--- src/rtl/sar_sched_pkg.sv ---
// Shared types and constants for the SAR conversion scheduler.
package sar_sched_pkg;

  typedef enum logic [1:0] {
    STARTUP,
    ARB,
    WAIT,
    DELIVER
  } sched_state_t;

  localparam int SAR_BITS       = 8;
  localparam int CONV_LAT       = 10;
  localparam int CAL_LAT        = 44;
  localparam int STARTUP_CYCLES = 2;

endpackage

--- src/rtl/rr_arbiter.sv ---
// Round-robin arbiter: combinational one-hot winner, pointer advances past
// the winner when the grant is taken.
module rr_arbiter #(
  parameter int NREQ = 4
) (
  input  logic            i_clk,
  input  logic            i_rstn,
  input  logic [NREQ-1:0] i_req,
  input  logic            i_grant_en,
  output logic [NREQ-1:0] o_grant,
  output logic            o_any
);

  localparam int PW = (NREQ > 1) ? $clog2(NREQ) : 1;
  localparam logic [PW-1:0] LAST_IDX = PW'(NREQ - 1);

  logic [PW-1:0] r_ptr;
  logic [PW-1:0] w_ptr_nxt;
  logic [PW-1:0] w_idx;

  // Scan from the pointer upward with wrap; first requester found wins.
  always_comb begin
    o_grant   = '0;
    o_any     = 1'b0;
    w_ptr_nxt = r_ptr;
    w_idx     = '0;
    for (int unsigned i = 0; i < NREQ; i++) begin
      w_idx = PW'((32'(r_ptr) + i) % NREQ);
      if (!o_any && i_req[w_idx]) begin
        o_grant[w_idx] = 1'b1;
        o_any          = 1'b1;
        w_ptr_nxt      = (w_idx == LAST_IDX) ? '0 : w_idx + PW'(1);
      end
    end
  end

  always_ff @(posedge i_clk or negedge i_rstn) begin
    if (!i_rstn) begin
      r_ptr <= '0;
    end else if (i_grant_en) begin
      r_ptr <= w_ptr_nxt;
    end
  end

endmodule

--- src/rtl/sar_scheduler.sv ---
// Shares one SAR engine between NREQ requesters (round robin) and inserts
// trim calibrations at power-up, on software request and every RECAL_PERIOD conversions.
module sar_scheduler
  import sar_sched_pkg::*;
#(
  parameter int NREQ         = 4,
  parameter int RECAL_PERIOD = 256,
  parameter int TIMEOUT      = 64
) (
  input  logic                clk,
  input  logic                rstn,
  input  logic [NREQ-1:0]     req,
  output logic [NREQ-1:0]     ack,
  output logic [SAR_BITS-1:0] dout,
  input  logic                cal_req,
  output logic                cal_done,
  output logic                busy,
  output logic                timeout_err,
  output logic                sar_en,
  output logic                sar_cal,
  input  logic                sar_valid,
  input  logic [SAR_BITS-1:0] sar_result
);

  localparam int TW = $clog2(TIMEOUT + 1);
  localparam logic [15:0]   RECAL_CNT    = 16'(RECAL_PERIOD);
  localparam logic [TW-1:0] TIMEOUT_CNT  = TW'(TIMEOUT);
  localparam logic [1:0]    STARTUP_LAST = 2'(STARTUP_CYCLES - 1);

  sched_state_t        r_state, w_state_nxt;
  logic [1:0]          r_start_cnt, w_start_cnt_nxt;
  logic                r_cal_pending, w_cal_pending_nxt;
  logic [15:0]         r_conv_cnt, w_conv_cnt_nxt, w_conv_cnt_inc;
  logic [TW-1:0]       r_wait_cnt, w_wait_cnt_nxt;
  logic                r_is_cal, w_is_cal_nxt;
  logic [NREQ-1:0]     r_winner, w_winner_nxt;
  logic [NREQ-1:0]     r_ack, w_ack_nxt;
  logic [SAR_BITS-1:0] r_dout, w_dout_nxt;
  logic                r_cal_done, w_cal_done_nxt;
  logic                r_busy, w_busy_nxt;
  logic                r_timeout_err, w_timeout_err_nxt;
  logic                r_sar_en, w_sar_en_nxt;
  logic                r_sar_cal, w_sar_cal_nxt;

  logic                w_grant_en;
  logic                w_arb_any;
  logic [NREQ-1:0]     w_arb_grant;
  logic [NREQ-1:0]     w_arb_req;
  logic                w_recal_hit;
  logic                w_cal_end;

  // The requester being acked this cycle is not yet asking again.
  assign w_arb_req = req & ~r_ack;

  rr_arbiter #(
    .NREQ(NREQ)
  ) u_arb (
    .i_clk      (clk),
    .i_rstn     (rstn),
    .i_req      (w_arb_req),
    .i_grant_en (w_grant_en),
    .o_grant    (w_arb_grant),
    .o_any      (w_arb_any)
  );

  always_comb begin
    w_state_nxt       = r_state;
    w_start_cnt_nxt   = r_start_cnt;
    w_cal_pending_nxt = r_cal_pending;
    w_conv_cnt_nxt    = r_conv_cnt;
    w_wait_cnt_nxt    = r_wait_cnt;
    w_is_cal_nxt      = r_is_cal;
    w_winner_nxt      = r_winner;
    w_ack_nxt         = '0;
    w_dout_nxt        = r_dout;
    w_cal_done_nxt    = 1'b0;
    w_timeout_err_nxt = r_timeout_err;
    w_sar_en_nxt      = 1'b0;
    w_sar_cal_nxt     = 1'b0;
    w_grant_en        = 1'b0;
    w_cal_end         = 1'b0;

    w_conv_cnt_inc = (r_conv_cnt == RECAL_CNT) ? r_conv_cnt : r_conv_cnt + 16'd1;
    w_recal_hit    = (r_state == DELIVER) && (w_conv_cnt_inc == RECAL_CNT);

    case (r_state)
      STARTUP: begin
        w_start_cnt_nxt = r_start_cnt + 2'd1;
        if (r_start_cnt == STARTUP_LAST) begin
          w_state_nxt = ARB;
        end
      end
      WAIT: begin
        w_wait_cnt_nxt = r_wait_cnt + TW'(1);
        if (sar_valid || (r_wait_cnt == TIMEOUT_CNT)) begin
          if (!sar_valid) begin
            w_timeout_err_nxt = 1'b1;
          end
          if (r_is_cal) begin
            w_cal_done_nxt = sar_valid;
            w_cal_end      = 1'b1;
            if (!sar_valid) begin
              w_cal_pending_nxt = 1'b1;
            end
            w_state_nxt = ARB;
          end else begin
            w_ack_nxt   = r_winner;
            w_dout_nxt  = sar_valid ? sar_result : '0;
            w_state_nxt = DELIVER;
          end
        end
      end
      DELIVER: begin
        w_conv_cnt_nxt = w_conv_cnt_inc;
        w_state_nxt    = ARB;
        if (w_recal_hit) begin
          w_cal_pending_nxt = 1'b1;
        end
      end
      default: begin
      end
    endcase

    // DELIVER also arbitrates so back-to-back conversions cost 12 cycles;
    // the recal look-ahead keeps the counter-triggered calibration in front.
    if ((r_state == ARB) || (r_state == DELIVER)) begin
      if (r_cal_pending || w_recal_hit) begin
        w_sar_en_nxt      = 1'b1;
        w_sar_cal_nxt     = 1'b1;
        w_is_cal_nxt      = 1'b1;
        w_cal_pending_nxt = 1'b0;
        w_conv_cnt_nxt    = '0;
        w_wait_cnt_nxt    = '0;
        w_state_nxt       = WAIT;
      end else if (w_arb_any) begin
        w_sar_en_nxt   = 1'b1;
        w_is_cal_nxt   = 1'b0;
        w_winner_nxt   = w_arb_grant;
        w_grant_en     = 1'b1;
        w_wait_cnt_nxt = '0;
        w_state_nxt    = WAIT;
      end
    end

    if (cal_req) begin
      w_cal_pending_nxt = 1'b1;
    end

    w_busy_nxt = (w_state_nxt == WAIT) || (w_state_nxt == DELIVER) || w_cal_end;
  end

  always_ff @(posedge clk or negedge rstn) begin
    if (!rstn) begin
      r_state       <= STARTUP;
      r_start_cnt   <= '0;
      r_cal_pending <= 1'b1;
      r_conv_cnt    <= '0;
      r_wait_cnt    <= '0;
      r_is_cal      <= 1'b0;
      r_winner      <= '0;
      r_ack         <= '0;
      r_dout        <= '0;
      r_cal_done    <= 1'b0;
      r_busy        <= 1'b0;
      r_timeout_err <= 1'b0;
      r_sar_en      <= 1'b0;
      r_sar_cal     <= 1'b0;
    end else begin
      r_state       <= w_state_nxt;
      r_start_cnt   <= w_start_cnt_nxt;
      r_cal_pending <= w_cal_pending_nxt;
      r_conv_cnt    <= w_conv_cnt_nxt;
      r_wait_cnt    <= w_wait_cnt_nxt;
      r_is_cal      <= w_is_cal_nxt;
      r_winner      <= w_winner_nxt;
      r_ack         <= w_ack_nxt;
      r_dout        <= w_dout_nxt;
      r_cal_done    <= w_cal_done_nxt;
      r_busy        <= w_busy_nxt;
      r_timeout_err <= w_timeout_err_nxt;
      r_sar_en      <= w_sar_en_nxt;
      r_sar_cal     <= w_sar_cal_nxt;
    end
  end

  assign ack         = r_ack;
  assign dout        = r_dout;
  assign cal_done    = r_cal_done;
  assign busy        = r_busy;
  assign timeout_err = r_timeout_err;
  assign sar_en      = r_sar_en;
  assign sar_cal     = r_sar_cal;

endmodule

--- config.mk ---
export PLATFORM = sky130hd
export DESIGN_NAME = sar_scheduler
export DESIGN_NICKNAME = d
export VERILOG_FILES = /design/src/rtl/sar_sched_pkg.sv /design/src/rtl/rr_arbiter.sv /design/src/rtl/sar_scheduler.sv
export SDC_FILE = /design/constraint.sdc
export NUM_CORES = 1
export LEC_CHECK = 0
export CAP_MARGIN = 10
export CORE_MARGIN = 2
export CORE_UTILIZATION = 32
export CTS_CLUSTER_DIAMETER = 50
export DETAILED_ROUTE_END_ITERATION = 8
export SETUP_SLACK_MARGIN = 0.05
export SYNTH_ARGS = -nofsm -noshare
export SYNTH_HDL_FRONTEND = slang
export SYNTH_HIERARCHICAL = 1
export SYNTH_SLANG_ARGS = --single-unit
--- constraint.sdc ---
create_clock -name clk -period 7.05 [get_ports clk]
set_clock_uncertainty 0.1 [all_clocks]
set_input_delay 1.7625 -clock clk [delete_from_list [all_inputs] [get_ports clk]]
set_output_delay 1.7625 -clock clk [all_outputs]
set_load 0.03 [all_outputs]
### Word level (Yosys, flattened, before mapping)

Index checks and enable logic that the tools add are counted.

| word-level totals | value |
|---|---|
| register bits | 52 |
| input port bits | 16 |
| output and inout bits | 17 |

| operators by class | value |
|---|---|
| add/subtract/negate cells | 10 |
| $lt $le $gt $ge | 8 |
| equal/unequal tests | 13 |
| muxes and demuxes | 74 |
| bitwise operators | 8 |
| reductions and logical operators | 24 |

Operators with widths:

| cell | count |
|---|---|
| two-way mux 16 bit | 4 |
| two-way mux 1 bit | 34 |
| == test 16 x 9 -> 1 bit (second input constant) | 2 |
| two-way mux 2 bit | 14 |
| two-way mux 4 bit | 7 |
| two-way mux 7 bit | 4 |
| adder 16 x 1 -> 16 bit (second input constant) | 1 |
| == test 2 bit (second input constant) | 8 |
| adder 2 x 1 -> 2 bit (second input constant) | 6 |
| less-than comparator 2 x 3 -> 1 bit (second input constant) | 4 |
| bitwise OR 4 bit | 3 |
| AND reduction 3 bit | 3 |
| binary-select mux 1 bit (select 2 bit) | 4 |
| demux 1 bit (select 2 bit) | 4 |
| >= comparator 2 x 1 -> 1 bit (second input constant) | 4 |
| logical AND 1 bit | 8 |
| two-way mux 8 bit | 1 |
| adder 7 x 1 -> 7 bit (second input constant) | 1 |
| == test 7 bit (second input constant) | 1 |
| case mux 2 bit (3 select lines) | 1 |
| logical OR 1 bit | 5 |
| adder 2 bit (second input constant) | 2 |
| bitwise AND 4 bit | 1 |
| == test 2 x 1 -> 1 bit (second input constant) | 2 |
| 8 further kinds | 13 |

### Depth between registers and ports, before layout

| logic depth | value |
|---|---|
| depth in word-level cells | 20 |
| gate-level depth with buffers | 12 |

### Hierarchy

The synthesis kept the hierarchy.

By module, submodules not included:

| module | times used | cells an instance | area an instance (sq um) | seq. area each (sq um) |
|---|---|---|---|---|
| sar_scheduler | 1 | 267 | 2618.8 | 1252.5 |
| rr_arbiter | 1 | 49 | 494.2 | 50.0 |

### Worst setup path before layout

OpenSTA, ideal clock, no wires.

| path | value |
|---|---|
| kind | input -> register |
| start point | in req[0] |
| end point | reg r_winner[3] |
| setup time | 0.125 ns |
| arrival | 3.231 ns |
| setup slack | 3.594 ns |
| stages | 6 |
| buffers on the path | 0 |
| cells stage by stage | nor2b_1 -> mux4_2 -> nor2b_4 -> nor3b_4 -> a221o_1 -> mux2_4 |

| between the ends | value |
|---|---|
| elaborated cells on any way between the ends | 27 |
| classes of those cells | mux (16); bitwise (4); reduce/logical (7) |

RTL lines:

| what | line | text |
|---|---|---|
| start: declaration | sar_scheduler.sv:12 | `input logic [NREQ-1:0] req,` |
| bitwise AND 4 bit (*) | sar_scheduler.sv:53 | `assign w_arb_req = req & ~r_ack;` |
| binary-select mux 1 bit (select 2 bit) | rr_arbiter.sv:29 | `if (!o_any && i_req[w_idx]) begin` |
| two-way mux 1 bit (implied by the code) | rr_arbiter.sv:29 |  |
| two-way mux 1 bit | rr_arbiter.sv:29 |  |
| zero test 1 bit | rr_arbiter.sv:29 |  |
| logical AND 1 bit | rr_arbiter.sv:29 |  |
| two-way mux 1 bit | rr_arbiter.sv:29 |  |
| zero test 1 bit | rr_arbiter.sv:29 |  |
| logical AND 1 bit | rr_arbiter.sv:29 |  |
| two-way mux 1 bit | rr_arbiter.sv:29 |  |
| zero test 1 bit | rr_arbiter.sv:29 |  |
| logical AND 1 bit | rr_arbiter.sv:29 |  |
| two-way mux 4 bit (*) | rr_arbiter.sv:29 |  |
| net w_arb_grant[3] | sar_scheduler.sv:47 | `logic [NREQ-1:0] w_arb_grant;` |
| end signal: assignment | sar_scheduler.sv:175 | `r_winner <= w_winner_nxt;` |
| end: declaration | sar_scheduler.sv:36 | `logic [NREQ-1:0] r_winner, w_winner_nxt;` |

Mark *: on every way through the listed nets, which the timed path passes. The rest lies on a longest branch. The select of a mux whose other input is x is not followed.
A chain may end at the register's enable or synchronous reset.

### Worst setup path after layout

| path | value |
|---|---|
| start point | in req[0] |
| end point | reg r_winner[1] |

| between the ends | value |
|---|---|
| elaborated cells on any way between the ends | 27 |
| classes of those cells | mux (16); bitwise (4); reduce/logical (7) |

RTL lines:

| what | line | text |
|---|---|---|
| bitwise AND 4 bit (*) | sar_scheduler.sv:53 |  |
| net w_arb_req[0] | sar_scheduler.sv:48 | `logic [NREQ-1:0] w_arb_req;` |
| binary-select mux 1 bit (select 2 bit) | rr_arbiter.sv:29 |  |
| two-way mux 1 bit (implied by the code) | rr_arbiter.sv:29 |  |
| two-way mux 1 bit | rr_arbiter.sv:29 |  |
| zero test 1 bit | rr_arbiter.sv:29 |  |
| logical AND 1 bit | rr_arbiter.sv:29 |  |
| two-way mux 1 bit | rr_arbiter.sv:29 |  |
| zero test 1 bit | rr_arbiter.sv:29 |  |
| logical AND 1 bit | rr_arbiter.sv:29 |  |
| two-way mux 1 bit | rr_arbiter.sv:29 |  |
| zero test 1 bit | rr_arbiter.sv:29 |  |
| logical AND 1 bit | rr_arbiter.sv:29 |  |
| two-way mux 4 bit (*) | rr_arbiter.sv:29 |  |
| net w_arb_grant[1] | sar_scheduler.sv:47 |  |

Marked as above.

==> metrics <==
maxcap violations=0; Detailed Routing Iterations Pass 1=4; Placer Congestion=0.846; total gr overflow=0; Core ar.=0.00933 mm²; Final Hold Fails=0; Power Density=331 mW/mm²; Seq pwr share=37.9%; sw frac=41.5%; synth top area cells=dfrtp_1, nand2_1, ha_1, xnor2_1, xor2_1; drt wl/cell=12.8 µm; worst-path cell chain=clkdlybuf4s50_1, nor2b_1, mux4_2, and2b_2, a22oi_1, o21ai_0, mux2_4; CP delay by family, top=multiplexers; post-synth cell types=58; number of synthesized flops with an enable pin=0; HPWL after DPL=4360 µm; post-cts sizing count=0; metal3 WL=341 µm; Initial Utilization=33.4%; Commonest cells post-synth=dfrtp_1, nand2_1, nor2_1, nand3_1, xnor2_1; number of antenna diodes=0; dominant synthesized flop cell=dfrtp_1; Row Count=35; internal power=0.697 mW; non-filler instance count after layout=471; FFs w/ async S/R, synth=100%; Comb power frac=47.9%; Layout area overhead=15.4%; Max Used Layer=met4; worst skew pair latency=300 ps; share of the synthesized area in the top cell type=41.0%; Final setup viols=0; worst endpoint required time=7150 ps; RSZ-0062 raised after global routing=false; Worst Path Max Fanout=11; Fmax=273 MHz; Die H=103 µm; CTS max path bufs=2; Worst Path Buf+Inv=1; highest-delay cell along the critical path=mux4_2; final worst-path cycle share=51.9%; Synth warnings=6; number of global-route vias before repair=2262; largest net degree at the start of global routing=53; peak supply drop=0.000128 V; P_sw=0.494 mW; HP Class=reg2reg; ANT nets after route=0; min Tclk post-route=3660 ps; most frequent cell after synthesis=dfrtp_1; Clk pwr share=14.2%; total CTS buffers=5; post-synth top area cell=dfrtp_1; status=finished, final reports clean; port bufs=32; r2r setup slk=3810 ps; Syn Inst Count=316; Post-Syn Area per Cell=9.85 µm²; H-tree depth=2; # Post-CTS Setup Buffers=0; Post-CTS Hold Fix Bufs=0; first-pass GRT wire length=10400 µm; Slew Limit Headroom=56.3%; Startpoint Class=input pin; clock transition at the registers of the reported paths=100 ps; FF+latch count, synth=52; Static Leakage=1.52 nW; layout cells sized above 1=12.3%; CP max stage delay=470 ps; Vias/cell=4.96; met2 routed wirelength=2840 µm; Clock Sinks=52; met1 WL=2820 µm; initial antenna violation count=0; Worst Tran Pin Value=655 ps; element type at the critical path end=register; gr usage total=12.2%; total wire length=6030 µm; Nets=368; syn_nets=343; vias=2336; full die area=0.0105 mm²; Sum Neg Setup Slack=0 ps; max-slew violations=0; post-synthesis sequential area ratio=41.8%; Arr. time, crit path=3760 ps; CTS root buffer=clkbuf_8; DRC violations left=0; initial drt markers=63; Crit Path Category=in2reg; Placed Cells=463; I/O pin total=33; Die X=103 µm; Synth Cell Area=0.00311 mm²; CTS tree=built
[final cells by class]
class,instances,area (µm²)
multi-input cells,235,1660
fillers,942,5740
repair buffers,34,330
flip-flops and latches,52,1300
well taps,129,161
clock inverters,2,16.3
inverters,13,48.8
clock buffers,6,72.6
[placed cells by master, fill, tap and decap left out, types with 2 or more instances in the layout]
cell	Yosys	layout
mux2_4	4	4
nand3_1	17	17
and3_1	4	4
clkdlybuf4s50_1	0	31
nor2_2	9	9
xnor2_1	14	14
ha_1	11	11
nand4_1	8	8
and2_1	6	6
a221o_1	2	2
nor4_1	3	3
nor2_1	24	24
or4_1	3	3
nand3b_1	2	2
xor2_1	13	13
a22oi_1	6	6
mux4_2	4	4
nor2b_1	6	6
dfrtp_1	51	51
nand2b_1	2	2
buf_4	0	2
a211oi_2	3	3
o21ai_1	2	2
nor3_1	8	8
nand2_1	38	38
and4_1	2	2
a21oi_1	6	6
inv_1	13	13
o21ai_0	10	10
or3_1	4	4
clkbuf_8	0	5
[registers in the layout (all words and copies together) (netlist names)]
name / flops
sar_cal: 1
r_state: 2
sar_en: 1
r_conv_cnt: 16
ack: 4
r_is_cal: 1
r_cal_pending: 1
u_arb/r_ptr: 2
busy: 1
timeout_err: 1
r_start_cnt: 2
dout: 8
cal_done: 1
r_winner: 4
r_wait_cnt: 7
[worst reg2reg max path, delay by kind of cell (launching register included)]
family / cells / cell delay [ps]
AND/OR/NAND/NOR: 5 / 1320
AO/OA/AOI/OAI: 2 / 540
flip-flops: 1 / 460
XOR/XNOR: 1 / 230
multiplexers: 1 / 200
buffers and inverters: 2 / 180
adder cells (fa/ha/maj): 1 / 140
[routing by layer]
| metal | vias to the layer above | GRT usage [%] |
|---|---|---|
| met5 | - | 0 |
| met4 | 0 | 3.38 |
| met3 | 2 | 2.78 |
| met2 | 63 | 20.4 |
| met1 | 1124 | 16.1 |
| li1 | 1147 | - |
[power groups by stage]
| stage | combinational (mW) | clock, mW | sequential, mW |
|---|---|---|---|
| 3_3_place_gp | 0.564 | 0 | 0.454 |
| 4_1_cts | 0.578 | 0.179 | 0.452 |
| 5_1_grt | 0.633 | 0.187 | 0.467 |
| 2_1_floorplan | 0.401 | 0 | 0.495 |
| 6_report | 0.570 | 0.169 | 0.451 |
| 3_5_place_dp | 0.573 | 0 | 0.459 |
[stage by stage]
step	setup WS (ps)	hold WS (ps)	util, %	power [mW]	cell area (µm²)
after floorplan	3590	348	-	0.896	3110
after global placement	3120	348	37.6	1.02	3500
after detailed placement	3080	356	37.6	1.03	3500
after CTS	3390	379	38.5	1.21	3590
after global routing	3210	401	38.5	1.29	3590
final	3390	373	38.5	1.19	3590
[cell families (layout without fill, tap and decap cells)]
group           Yosys count  count (layout)  share of synthesized area (%)
flops                    52              52                           41.8
xor+xnor                 27              27                           7.60
simple gates            148             148                           26.6
buf+inv                  29              55                           4.82
fa+ha+maj                11              11                           4.42
compound gates           40              40                           9.53
mux                       9               9                           5.14
[worst paths after layout]
path	start	endpoint	cells after the start
worst max-delay path	req[0]	r_winner[1]$_DFFE_PN0P_	7
worst min-delay path	dout[3]$_DFFE_PN0P_	dout[3]$_DFFE_PN0P_	2
worst max register to register	r_conv_cnt[0]$_DFF_PN0_	u_arb/r_ptr[0]$_DFFE_PN0P_	12
worst min register to register	dout[3]$_DFFE_PN0P_	dout[3]$_DFFE_PN0P_	2
max in group asynchronous	rstn	r_conv_cnt[1]$_DFF_PN0_	2
min in group asynchronous	rstn	r_conv_cnt[7]$_DFF_PN0_	2
Power figures use the tool's default switching activity.
